**src/rtl/traffic_pkg.sv**
```systemverilog
// Shared encodings for the traffic light family: RGY phase codes and
// seven-segment (gfedcba, active-high) glyph constants.
package traffic_pkg;

  typedef enum logic [2:0] {
    RGY_OFF    = 3'b000,
    RGY_YELLOW = 3'b001,
    RGY_GREEN  = 3'b010,
    RGY_RED    = 3'b100
  } phase_e;

  localparam logic [6:0] SEG_0    = 7'b0111111;
  localparam logic [6:0] SEG_1    = 7'b0000110;
  localparam logic [6:0] SEG_2    = 7'b1011011;
  localparam logic [6:0] SEG_3    = 7'b1001111;
  localparam logic [6:0] SEG_4    = 7'b1100110;
  localparam logic [6:0] SEG_5    = 7'b1101101;
  localparam logic [6:0] SEG_6    = 7'b1111101;
  localparam logic [6:0] SEG_7    = 7'b0000111;
  localparam logic [6:0] SEG_8    = 7'b1111111;
  localparam logic [6:0] SEG_9    = 7'b1101111;
  localparam logic [6:0] SEG_DASH = 7'b1000000;

  function automatic logic is_onehot3(input logic [2:0] v);
    return (v == 3'b100) || (v == 3'b010) || (v == 3'b001);
  endfunction

endpackage

```
**src/rtl/seg7_decoder.sv**
```systemverilog
// Single-digit seven-segment decoder; non-decimal codes or dash_i show a dash.
module seg7_decoder
  import traffic_pkg::*;
(
  input  logic [3:0] value_i,
  input  logic       dash_i,
  output logic [6:0] seg_o
);

  always_comb begin
    seg_o = SEG_DASH;
    if (!dash_i) begin
      case (value_i)
        4'd0:    seg_o = SEG_0;
        4'd1:    seg_o = SEG_1;
        4'd2:    seg_o = SEG_2;
        4'd3:    seg_o = SEG_3;
        4'd4:    seg_o = SEG_4;
        4'd5:    seg_o = SEG_5;
        4'd6:    seg_o = SEG_6;
        4'd7:    seg_o = SEG_7;
        4'd8:    seg_o = SEG_8;
        4'd9:    seg_o = SEG_9;
        default: seg_o = SEG_DASH;
      endcase
    end
  end

endmodule

```
**src/rtl/traffic_countdown.sv**
```systemverilog
// Tracks the controller's current RGY phase and cycles remaining in it, and
// drives a countdown digit, pedestrian lamps and an illegal-combination flag.
module traffic_countdown
  import traffic_pkg::*;
#(
  parameter int unsigned R_CYCLES = 5,
  parameter int unsigned G_CYCLES = 3,
  parameter int unsigned Y_CYCLES = 1,
  parameter int unsigned FLASH_TH = 2,
  parameter int unsigned CW       = 4
) (
  input  logic          Clock,
  input  logic          Reset,
  input  logic          Red,
  input  logic          Green,
  input  logic          Yellow,
  output logic [CW-1:0] Remain,
  output logic [6:0]    Seg7,
  output logic          Walk,
  output logic          Dont_Walk,
  output logic          Phase_Error
);

  localparam int unsigned CW_MAX = (CW >= 4) ? 32'd15 : ((32'd1 << CW) - 32'd1);

  if (CW < 1 ||
      R_CYCLES < 1 || R_CYCLES > 10 || R_CYCLES > CW_MAX ||
      G_CYCLES < 1 || G_CYCLES > 10 || G_CYCLES > CW_MAX ||
      Y_CYCLES < 1 || Y_CYCLES > 10 || Y_CYCLES > CW_MAX) begin : g_bad_params
    $error("traffic_countdown: *_CYCLES must be 1..10 and fit in CW bits");
  end

  logic [2:0]    rgy;
  phase_e        phase_q, phase_d;
  logic [CW-1:0] remain_q, remain_d;
  logic          err_q, err_d;

  assign rgy = {Red, Green, Yellow};

  // A one-hot code differing from the held phase (including after an error,
  // where phase is OFF) is always a fresh entry, so early switches reload.
  always_comb begin
    phase_d  = phase_q;
    remain_d = remain_q;
    err_d    = err_q;
    if (!is_onehot3(rgy)) begin
      err_d    = 1'b1;
      phase_d  = RGY_OFF;
      remain_d = '0;
    end else if (rgy != phase_q) begin
      err_d   = 1'b0;
      phase_d = phase_e'(rgy);
      case (rgy)
        3'b100:  remain_d = CW'(R_CYCLES - 1);
        3'b010:  remain_d = CW'(G_CYCLES - 1);
        default: remain_d = CW'(Y_CYCLES - 1);
      endcase
    end else if (remain_q != '0) begin
      remain_d = remain_q - CW'(1);
    end
  end

  always_ff @(posedge Clock) begin
    if (Reset) begin
      phase_q  <= RGY_OFF;
      remain_q <= '0;
      err_q    <= 1'b0;
    end else begin
      phase_q  <= phase_d;
      remain_q <= remain_d;
      err_q    <= err_d;
    end
  end

  logic [3:0] digit;
  logic       dash;

  assign digit = 4'(remain_q);
  assign dash  = err_q || (32'(remain_q) > 32'd9);

  seg7_decoder u_seg7 (
    .value_i (digit),
    .dash_i  (dash),
    .seg_o   (Seg7)
  );

  always_comb begin
    Walk      = 1'b0;
    Dont_Walk = 1'b1;
    if (!err_q && phase_q == RGY_RED) begin
      if (32'(remain_q) > FLASH_TH) begin
        Walk      = 1'b1;
        Dont_Walk = 1'b0;
      end else begin
        Dont_Walk = remain_q[0];
      end
    end
  end

  assign Remain      = remain_q;
  assign Phase_Error = err_q;

endmodule

```
**config.mk**
```make
export PLATFORM = sky130hd
export DESIGN_NAME = traffic_countdown
export DESIGN_NICKNAME = d
export VERILOG_FILES = /design/src/rtl/traffic_pkg.sv /design/src/rtl/seg7_decoder.sv /design/src/rtl/traffic_countdown.sv
export SDC_FILE = /design/constraint.sdc
export NUM_CORES = 1
export LEC_CHECK = 0
export BUFFER_PORTS_ARGS = -buffer_cell sky130_fd_sc_hd__buf_2
export CORE_UTILIZATION = 56
export CTS_BUF_LIST = sky130_fd_sc_hd__clkbuf_8
export DETAILED_ROUTE_END_ITERATION = 8
export GPL_TIMING_DRIVEN = 0
export PLACE_DENSITY_LB_ADDON = 0.05
export REMOVE_ABC_BUFFERS = 1
export SYNTH_ARGS = -nofsm -noshare
export SYNTH_HDL_FRONTEND = slang
export SYNTH_SLANG_ARGS = --single-unit
export TNS_END_PERCENT = 50
```
**constraint.sdc**
```tcl
create_clock -name Clock -period 3.2 [get_ports Clock]
set_input_delay 0.64 -clock Clock [delete_from_list [all_inputs] [get_ports Clock]]
set_output_delay 0.64 -clock Clock [all_outputs]
set_load 0.01 [all_outputs]
```
==> results_dict.tcl, run 1 <==
set metrics [dict create \
    htree_levels 1 \
    num_vias 757 \
    grt_setup_unrepaired "false" \
    port_buffers 18 \
    first_global_vias 677 \
    grt_use_total_pct 19.7 \
    tightestPinTransition_ns 0.632 \
    synth.ff_latch_count 15 \
    grt_pass1_wl_um 2810 \
    die_area_mm2 0.00186 \
    cts_hold_buf 0 \
    setup_violations 0 \
    final_cells 138 \
    drt_iter0_drc 6 \
    drive_gt1_share_pct 27.0 \
    vias_per_cell 5.49 \
    fin_crit_sh_pct 88.8 \
    status "completed" \
    crit_type "register to register" \
    grt_antenna_before_repair 0 \
    grt_max_degree 15 \
    overflow 0 \
    multi_input_area_um2 597 \
    gp_congestion 0.774 \
    drc 0 \
    hold_viol_final 0 \
    cp_slowest_stage_delay_ns 0.40 \
    n_antenna_cell 0 \
    tns_ns 0 \
    hold_class "register to register" \
    fin_util_pct 70.6 \
    rr_worst_depth 10 \
    die_width_um 43.2 \
    core_mm2 0.00154 \
    drv_cap 0 \
    firstDrtPassIters 4 \
    relSlewSlack_pct 57.9 \
    crit_cells 10 \
    peakVddDrop_mv 0.193 \
    dp.cells 134 \
    clock_sinks 15 \
    wl_um 1610 \
    root_buffer "clkbuf_8" \
    syn_avg_cell_area_um2 9.30 \
    synthTopCellsByArea "dfxtp_1 32%, ha_1 13%, and2_1 4.6%" \
    crit_fanout 5 \
    io_pins 19 \
    async_reset_ff_share_pct 0 \
    path_delay_family "simple AND/OR/NAND/NOR gates" \
    path_cells "inv_1 -> ha_1 -> nor3b_1 -> mux2_2 -> mux2_2 -> nor2_1 -> inv_1 -> ha_1 -> nor3_1 -> nor2_1" \
    dieHeight_um 43.2 \
    whs_path_depth 2 \
    synth_ff_type "dfxtp_1" \
    cts_tree "yes" \
    cts_resized 0 \
    fmax_mhz 352 \
    start_util_pct 61.5 \
    area_delta_synth_final_pct 14.8 \
    cts_setup_buffers 0 \
    ys_types 36 \
    nets 138 \
    netlist_area_um2 948 \
    ant_nets 0 \
    critPathSlowestCell "mux2_2" \
    fin_worst_skew_ns 0.00606 \
    synth_top_area_cell "dfxtp_1" \
    end_kind "register" \
    regArea_um2 300 \
    insertion_delay_ns 0.24 \
    power_per_cell_area_mw_per_mm2 369 \
    crit_arrival_ns 2.98 \
    clk_pin_slew_ns 0.06 \
    p_leak_nw 0.458 \
    ys_seq_area_share_pct 31.7 \
    critPathLaunchType "register" \
    cts_buffers 3 \
    syn_inst 102 \
    ys_top_cells_by_count "15 x dfxtp_1, 10 x ha_1, 9 x nor2_1" \
    wl_per_cell_um 11.7 \
    cp.required_ns 3.33 \
    rows 14 \
    ys.warnings.count 0 \
    synth_top_cell_area_share_pct 31.7 \
    synth_edf_count 0 \
    clock_path_buffers 2 \
    place_hpwl_um 1310 \
    n_fill_cell 128 \
    worstPathBufferInverterCount 2 \
    slew_violations 0 \
    synth.most_common_cell "dfxtp_1" \
    period_needed_ns 2.84 \
]
==> per-stage QoR <==
step | hold slack (ns) | setup slack [ns] | total power (W) | area [um2]
after floorplan | 0.548 | 0.597 | 0.000237 | 932
after global placement | 0.555 | 0.459 | 0.000256 | 1040
after detailed placement | 0.564 | 0.370 | 0.000258 | 1040
after CTS | 0.569 | 0.345 | 0.000404 | 1090
after global routing | 0.633 | 0.141 | 0.000423 | 1090
final | 0.575 | 0.358 | 0.000402 | 1090
==> where the power goes <==
part,switching (W),internal (W),leakage [nW],total [W]
registers,0.00000279,0.000191,0.122,0.000194
logic,0.0000343,0.0000254,0.311,0.0000597
clock network,0.0000621,0.0000860,0.0255,0.000148
total,0.0000991,0.000303,0.458,0.000402
==> routing by layer <==
layer	track usage [%]	wire (um)	share of wire, %
met5	0	0	0
met4	7.27	15	0.93
met3	2.55	58	3.6
met2	28.7	688	43
met1	29.4	848	53
==> layout by cell type (no fill, tap or decap), drive strengths merged, types with 2 or more instances in the layout <==
master   n
nor3b    2
nor4b    2
nor2b    3
nor2     9
and2     7
inv      7
xnor2    4
buf     18
nand2b   3
nand2    3
o21ai    5
clkinv   2
clkbuf   3
ha      10
o311ai   4
nor3     5
mux2     2
dfxtp   15
mux2i    2
o211ai   3
a21oi    4
==> final cells by class <==
type / instances / area share (%)
clock buffers: 3 / 3.79
clock inverters: 1 / 0.460
inverters: 8 / 3.22
multi-input cells: 77 / 54.8
flip-flops and latches: 15 / 27.6
well taps: 16 / 1.84
repair buffers: 18 / 8.28
==> worst min-delay path: cells and delay by family (launching register included) <==
family	cells	cell delay [ns]
AOI/OAI and AO/OA	1	0.14
DFF	1	0.34
and+or+nand+nor	1	0.05
==> kinds of logic (layout without fill, tap and decap cells) <==
family                   Yosys count  after routing  synth area share (%)
AO/OA/AOI/OAI                     20             20                  16.8
XOR/XNOR                           5              5                  4.62
adder cells (fa/ha/maj)           10             10                  13.2
buffers and inverters             10             30                  5.41
flip-flops                        15             15                  31.7
multiplexers                       4              4                  4.88
AND/OR/NAND/NOR                   38             38                  23.5
==> final timing paths <==
| path | from | to | slack [ns] |
|---|---|---|---|
| max | Remain[0] | register | 0.36 |
| min | Phase_Error | Phase_Error | 0.57 |
| max reg2reg | Remain[0] | register | 0.36 |
| min reg2reg | Phase_Error | Phase_Error | 0.57 |
Power figures use the tool's default switching activity.
==> inputs of run 2 (changes only) <==
Settings changed: ABC_AREA set to 1, CTS_CLUSTER_SIZE set to 28, REMOVE_ABC_BUFFERS 1 to unset.
==> run 2 against run 1 <==
  * First-iteration DRC count rose to 3.3 times the previous value
  * Utilization up 3.0 points
  * Count of clock-buffer cells in the layout stayed put
  * Register-to-register slack better by 0.76 ns
  * Setup slack improved by 0.43 ns
  * Sequential share of layout area fell by 2.0 points
  * Hold slack worse by 0.052 ns
  * Clock skew is 0.0019 ns lower
  * Cell count is 38% higher
  * Largest cell class unchanged
==> results_dict.tcl, run 2 <==
set metrics [dict create \
    hold_class "register to register" \
    ff2ff_setup_slack_ns 1.12 \
    nets 183 \
    grt_antenna_before_repair 0 \
    synthTopCellsByArea "dfxtp_1 30%, nand2_1 15%, ha_1 12%" \
    n_fill_cell 144 \
    n_antenna_cell 0 \
    swShare_pct 28.6 \
    drc 0 \
    grt_use_total_pct 21.8 \
    crit_fanout 7 \
    place_ws_ns 0.859 \
    grt_setup_unrepaired "false" \
    tns_ns 0 \
    num_vias 915 \
    cts_setup_buffers 0 \
    post_dp_cell_area_mm2 0.00113 \
    firstDrtPassIters 4 \
    p_leak_nw 0.694 \
    insertion_delay_ns 0.25 \
    crit_arrival_ns 1.78 \
    synthAdderAreaFrac_pct 12.4 \
    first_global_vias 757 \
    power_per_cell_area_mw_per_mm2 369 \
    cts_hold_buf 0 \
    drv_cap 0 \
    gp_congestion 0.801 \
    clock_sinks 15 \
    clock_path_buffers 2 \
    drt_iter0_drc 20 \
    dieHeight_um 44.4 \
    drive_gt1_share_pct 23.4 \
    yosys.area_share.simple_pct 40.5 \
    die_width_um 44.4 \
    start_util_pct 63.2 \
    die_area_mm2 0.00197 \
    hold_viol_final 0 \
    syn_inst 145 \
    synth-compound-area-share_pct 2.48 \
    synth_top_area_cell "dfxtp_1" \
    ys_seq_area_share_pct 29.8 \
    pwr-share-seq_pct 45.7 \
    ys_top_cells_by_count "39 x nand2_1, 24 x inv_1, 15 x dfxtp_1" \
    async_reset_ff_share_pct 0 \
    fin_area_mm2 0.00117 \
    htree_levels 1 \
    whs_path_depth 2 \
    io_pins 19 \
    syn_avg_cell_area_um2 6.95 \
    relSlewSlack_pct 76.0 \
    port_buffers 18 \
    rows 14 \
    grt_max_degree 10 \
    synth-xor-area-share_pct 4.22 \
    cts_tree "yes" \
    netlist_area_mm2 0.00101 \
    tightestPinTransition_ns 0.358 \
    layout_commonest_cell "nand2_1" \
    fin_worst_skew_ns 0.00418 \
    synth.most_common_cell "nand2_1" \
    vias_per_cell 4.79 \
    p_clk_share_pct 36.1 \
    r2r_start "Remain[0]" \
    slew_violations 0 \
    synth_ff_type "dfxtp_1" \
    fmax_mhz 414 \
    synth_top_family_by_area "simple AND/OR/NAND/NOR gates" \
    p_switching_w 0.000124 \
    whs_endpoint "Phase_Error" \
    ys.warnings.count 0 \
    grt_pass1_wl_um 3140 \
    cts_resized 0 \
    overflow 0 \
    synthMuxAreaShare_pct 0 \
    synth_top_cell_area_share_pct 29.8 \
    wl_per_cell_um 9.82 \
    synth.ff_latch_count 15 \
    cts_buffers 3 \
    crit_type "register to output port" \
    area_delta_synth_final_pct 16.5 \
    ant_nets 0 \
    root_buffer "clkbuf_8" \
    final_cell_mix "39 x nand2_1, 24 x inv_1, 18 x buf_2" \
    rr_worst_depth 11 \
    syn-num-nets 160 \
    end_kind "output port" \
    fin_crit_sh_pct 75.5 \
    ys_types 24 \
    timing.final.ws_setup_ns 0.785 \
    setup_violations 0 \
    status "completed" \
    cp.required_ns 2.56 \
    wl_um 1880 \
    core_mm2 0.00159 \
    p_int_w 0.000309 \
    period_needed_ns 2.42 \
    peakVddDrop_mv 0.308 \
    place_hpwl_um 1500 \
    total_power_w 0.000432 \
    comb_power_share_pct 18.2 \
    synth_edf_count 0 \
    clk_pin_slew_ns 0.06 \
    critPathLaunchType "register" \
    min_from "Phase_Error" \
]
==> run 2: cell count changes after synthesis, sizes merged, moves of 4 or more <==
cell    change
o311ai      -4
and2        -6
nand2      +41
nand3      +15
nor2        +9
inv        +19
==> run 2: worst max-delay path, stage by stage (launching register included) <==
cell     delay, ns
dfxtp_1       0.32
inv_1         0.17
ha_1          0.23
o21ai_0       0.10
a21oi_1       0.15
inv_1         0.13
or2_2         0.28
buf_2         0.14
==> run 2: cell type report <==
type                       instances  area, um2  share of cell area [%]
tap                               24       30.0                    2.56
sequential                        15        300                    25.6
timing repair buffer              18       90.1                    7.68
multi-input combinational        103        601                    51.2
inverter                          27        106                    9.06
clock buffer                       3       41.3                    3.52
clock inverter                     1       5.00                   0.426
==> run 2: worst max path at each step <==
stage / startpoint / to / cells past startpoint
2_1_floorplan: Red / register / 10
3_3_place_gp: Red / register / 11
3_5_place_dp: Red / register / 10
4_1_cts: Remain[0] / Seg7[6] / 7
5_1_grt: Remain[1] / Seg7[6] / 7
6_report: Remain[0] / Seg7[6] / 7
==> run 2: layer usage <==
layer  vias to the layer above  global-route usage, %  routed length, um  part of all wire (%)
met4                         0                   10.9                 25                   1.3
met2                        23                   34.4                861                    46
met3                         4                   2.45                 53                   2.8
met5                         -                      0                  0                     0
li1                        485                      -                  -                     -
met1                       403                   29.3                936                    50
==> run 2: power by group through the flow <==
stage / clock, W / sequential [W] / combinational (W)
after global routing: 0.000164 / 0.000198 / 0.0000896
after floorplan: 0 / 0.000202 / 0.0000537
final: 0.000156 / 0.000197 / 0.0000788
after global placement: 0 / 0.000201 / 0.0000763
after CTS: 0.000158 / 0.000197 / 0.0000788
after detailed placement: 0 / 0.000202 / 0.0000785
==> run 2: cells by family after synthesis <==
family,Yosys count
buffers and inverters,27
AND/OR/NAND/NOR,84
flip-flops,15
AO/OA/AOI/OAI,5
adder cells (fa/ha/maj),10
XOR/XNOR,4
==> run 2: metrics by stage <==
step | cells | hold slack [ns] | util (%)
detailed placement | 187 | 0.517 | 70.7
CTS | 191 | 0.526 | 73.6
floorplan | 145 | 0.518 | -
finish | 191 | 0.523 | 73.6
global route | 191 | 0.566 | 73.6
global placement | 187 | 0.513 | 70.7
==> inputs of run 3 (changes only) <==
Settings changed: CORE_UTILIZATION 56 to 51.
Clock period 3.2 ns to 2 ns, I/O delays scaled along.
==> run 3 against run 2 <==
  * Register-to-register slack worse by 1.0 ns
  * Die area rose by 9.4%
  * Clock power rose by 60%
  * Sequential share of layout area is 0.92 points lower
  * Setup slack worse by 0.73 ns
  * Global-route usage is 0.47 points higher
  * Flip-flop and latch count did not move
  * Clock skew is essentially flat
  * First-iteration DRC count unchanged
==> results_dict.tcl, run 3 (synthesized netlist as in run 2, its figures left out) <==
set metrics [dict create \
    ant_nets 0 \
    period_needed_ns 1.94 \
    first_global_vias 784 \
    drv_cap 0 \
    firstDrtPassIters 4 \
    fin_util_pct 68.8 \
    rows 15 \
    clock_sinks 15 \
    start_util_pct 56.5 \
    clk_pin_slew_ns 0.06 \
    nets 185 \
    fin_crit_sh_pct 97.2 \
    fin_worst_skew_ns 0.00403 \
    crit_type "register to output port" \
    grt_use_total_pct 22.2 \
    r2r_start "phase_q[2]" \
    root_buffer "clkbuf_8" \
    whs_path_depth 2 \
    peakVddDrop_mv 0.517 \
    min_from "Reset" \
    wl_um 2070 \
    hold_viol_final 0 \
    critPathLaunchType "register" \
    tns_ns 0 \
    crit_fanout 7 \
    critPathSlowestCell "dfxtp_2" \
    num_vias 931 \
    clock_path_buffers 2 \
    relSlewSlack_pct 78.9 \
    grt_setup_unrepaired "true" \
    drive_gt1_share_pct 28.4 \
    slew_violations 0 \
    setup_violations 0 \
    status "completed" \
    drt_iter0_drc 20 \
    post_dp_cell_area_mm2 0.00113 \
    fin_area_mm2 0.00123 \
    dieHeight_um 46.4 \
    total_power_w 0.000701 \
    place_hpwl_um 1530 \
    whs_ns 0.367 \
    gp_congestion 0.837 \
    grt_antenna_before_repair 0 \
    port_buffers 18 \
    io_pins 19 \
    layout_commonest_cell "nand2_1" \
    core_mm2 0.00178 \
    cp_slowest_stage_delay_ns 0.34 \
    wl_per_cell_um 10.7 \
    htree_levels 1 \
    tightestPinTransition_ns 0.315 \
    insertion_delay_ns 0.25 \
    path_cells "inv_4 -> ha_4 -> o21ai_0 -> a21oi_1 -> inv_2 -> or2_4 -> buf_6" \
    area_delta_synth_final_pct 21.9 \
    whs_endpoint "Phase_Error" \
    vias_per_cell 4.80 \
    hold_class "primary input to register" \
    die_area_mm2 0.00216 \
    cp.required_ns 1.60 \
    cts_buffers 3 \
    ff2ff_setup_slack_ns 0.11 \
    cts_tree "yes" \
    grt_pass1_wl_um 3250 \
    grt_max_degree 10 \
    die_width_um 46.4 \
    fmax_mhz 514 \
    n_antenna_cell 0 \
    rr_worst_depth 10 \
    power_per_cell_area_mw_per_mm2 571 \
    p_leak_nw 0.718 \
    overflow 0 \
    crit_arrival_ns 1.54 \
    drc 0 \
    end_kind "output port" \
    final_cell_mix "39 x nand2_1, 21 x inv_1, 17 x buf_2" \
]
==> run 3: cell types whose count changed in the layout (fill, tap and decap cells not counted), sizes merged <==
cell,change
buf,+2
==> run 3: how the worst max path moves through the flow <==
| stage | cells past startpoint | from | to | slack, ns |
|---|---|---|---|---|
| 2_1_floorplan | 11 | Remain[0] | register | 0.19 |
| 3_3_place_gp | 11 | Red | register | -0.04 |
| 3_5_place_dp | 10 | Red | register | -0.08 |
| 4_1_cts | 7 | Remain[0] | Seg7[6] | 0.05 |
| 5_1_grt | 10 | phase_q[2] | register | -0.03 |
| 6_report | 7 | Remain[0] | Seg7[6] | 0.06 |
==> run 3: cell type report <==
class / instances / area [um2]
timing repair buffer: 20 / 111
clock inverter: 1 / 5.00
multi-input combinational: 103 / 624
inverter: 27 / 111
tap: 25 / 31.3
fill: 159 / 556
clock buffer: 3 / 41.3
sequential: 15 / 303
==> run 3: metal layers <==
layer | vias to the layer above | GRT usage, % | wire length [um]
met2 | 28 | 36.7 | 1000
li1 | 488 | - | -
met4 | 0 | 14.1 | 63
met1 | 408 | 26.3 | 912
met3 | 7 | 3.53 | 90
met5 | - | 0 | 0
==> run 3: worst max-delay path, delay by kind of cell, from the launching register on <==
| kind | cells | cell delay [ns] |
|---|---|---|
| fa+ha+maj | 1 | 0.14 |
| buf+inv | 3 | 0.31 |
| simple gates | 1 | 0.24 |
| flops | 1 | 0.34 |
| compound gates | 2 | 0.27 |
==> run 3: power breakdown <==
part | internal, W | switching (W)
sequential | 0.000310 | 0.00000655
clock | 0.000138 | 0.000111
combinational | 0.0000510 | 0.0000843
total | 0.000500 | 0.000202
==> run 3: stage by stage <==
step	cells	worst slack, ns
after global placement	188	-0.0388
after CTS	194	0.0530
after detailed placement	188	-0.0757
after global routing	194	-0.0256
final	194	0.0556
after floorplan	145	0.189
==> run 3: repair_timing <==
action / 4_1_cts / 5_1_grt
endpoints found under the setup margin: 7 / 5
resized for setup: 11 / 2
hold buffers: 0 / 0
setup buffers: 2 / 0
cloned: 0 / 0
pin swaps: 1 / 4
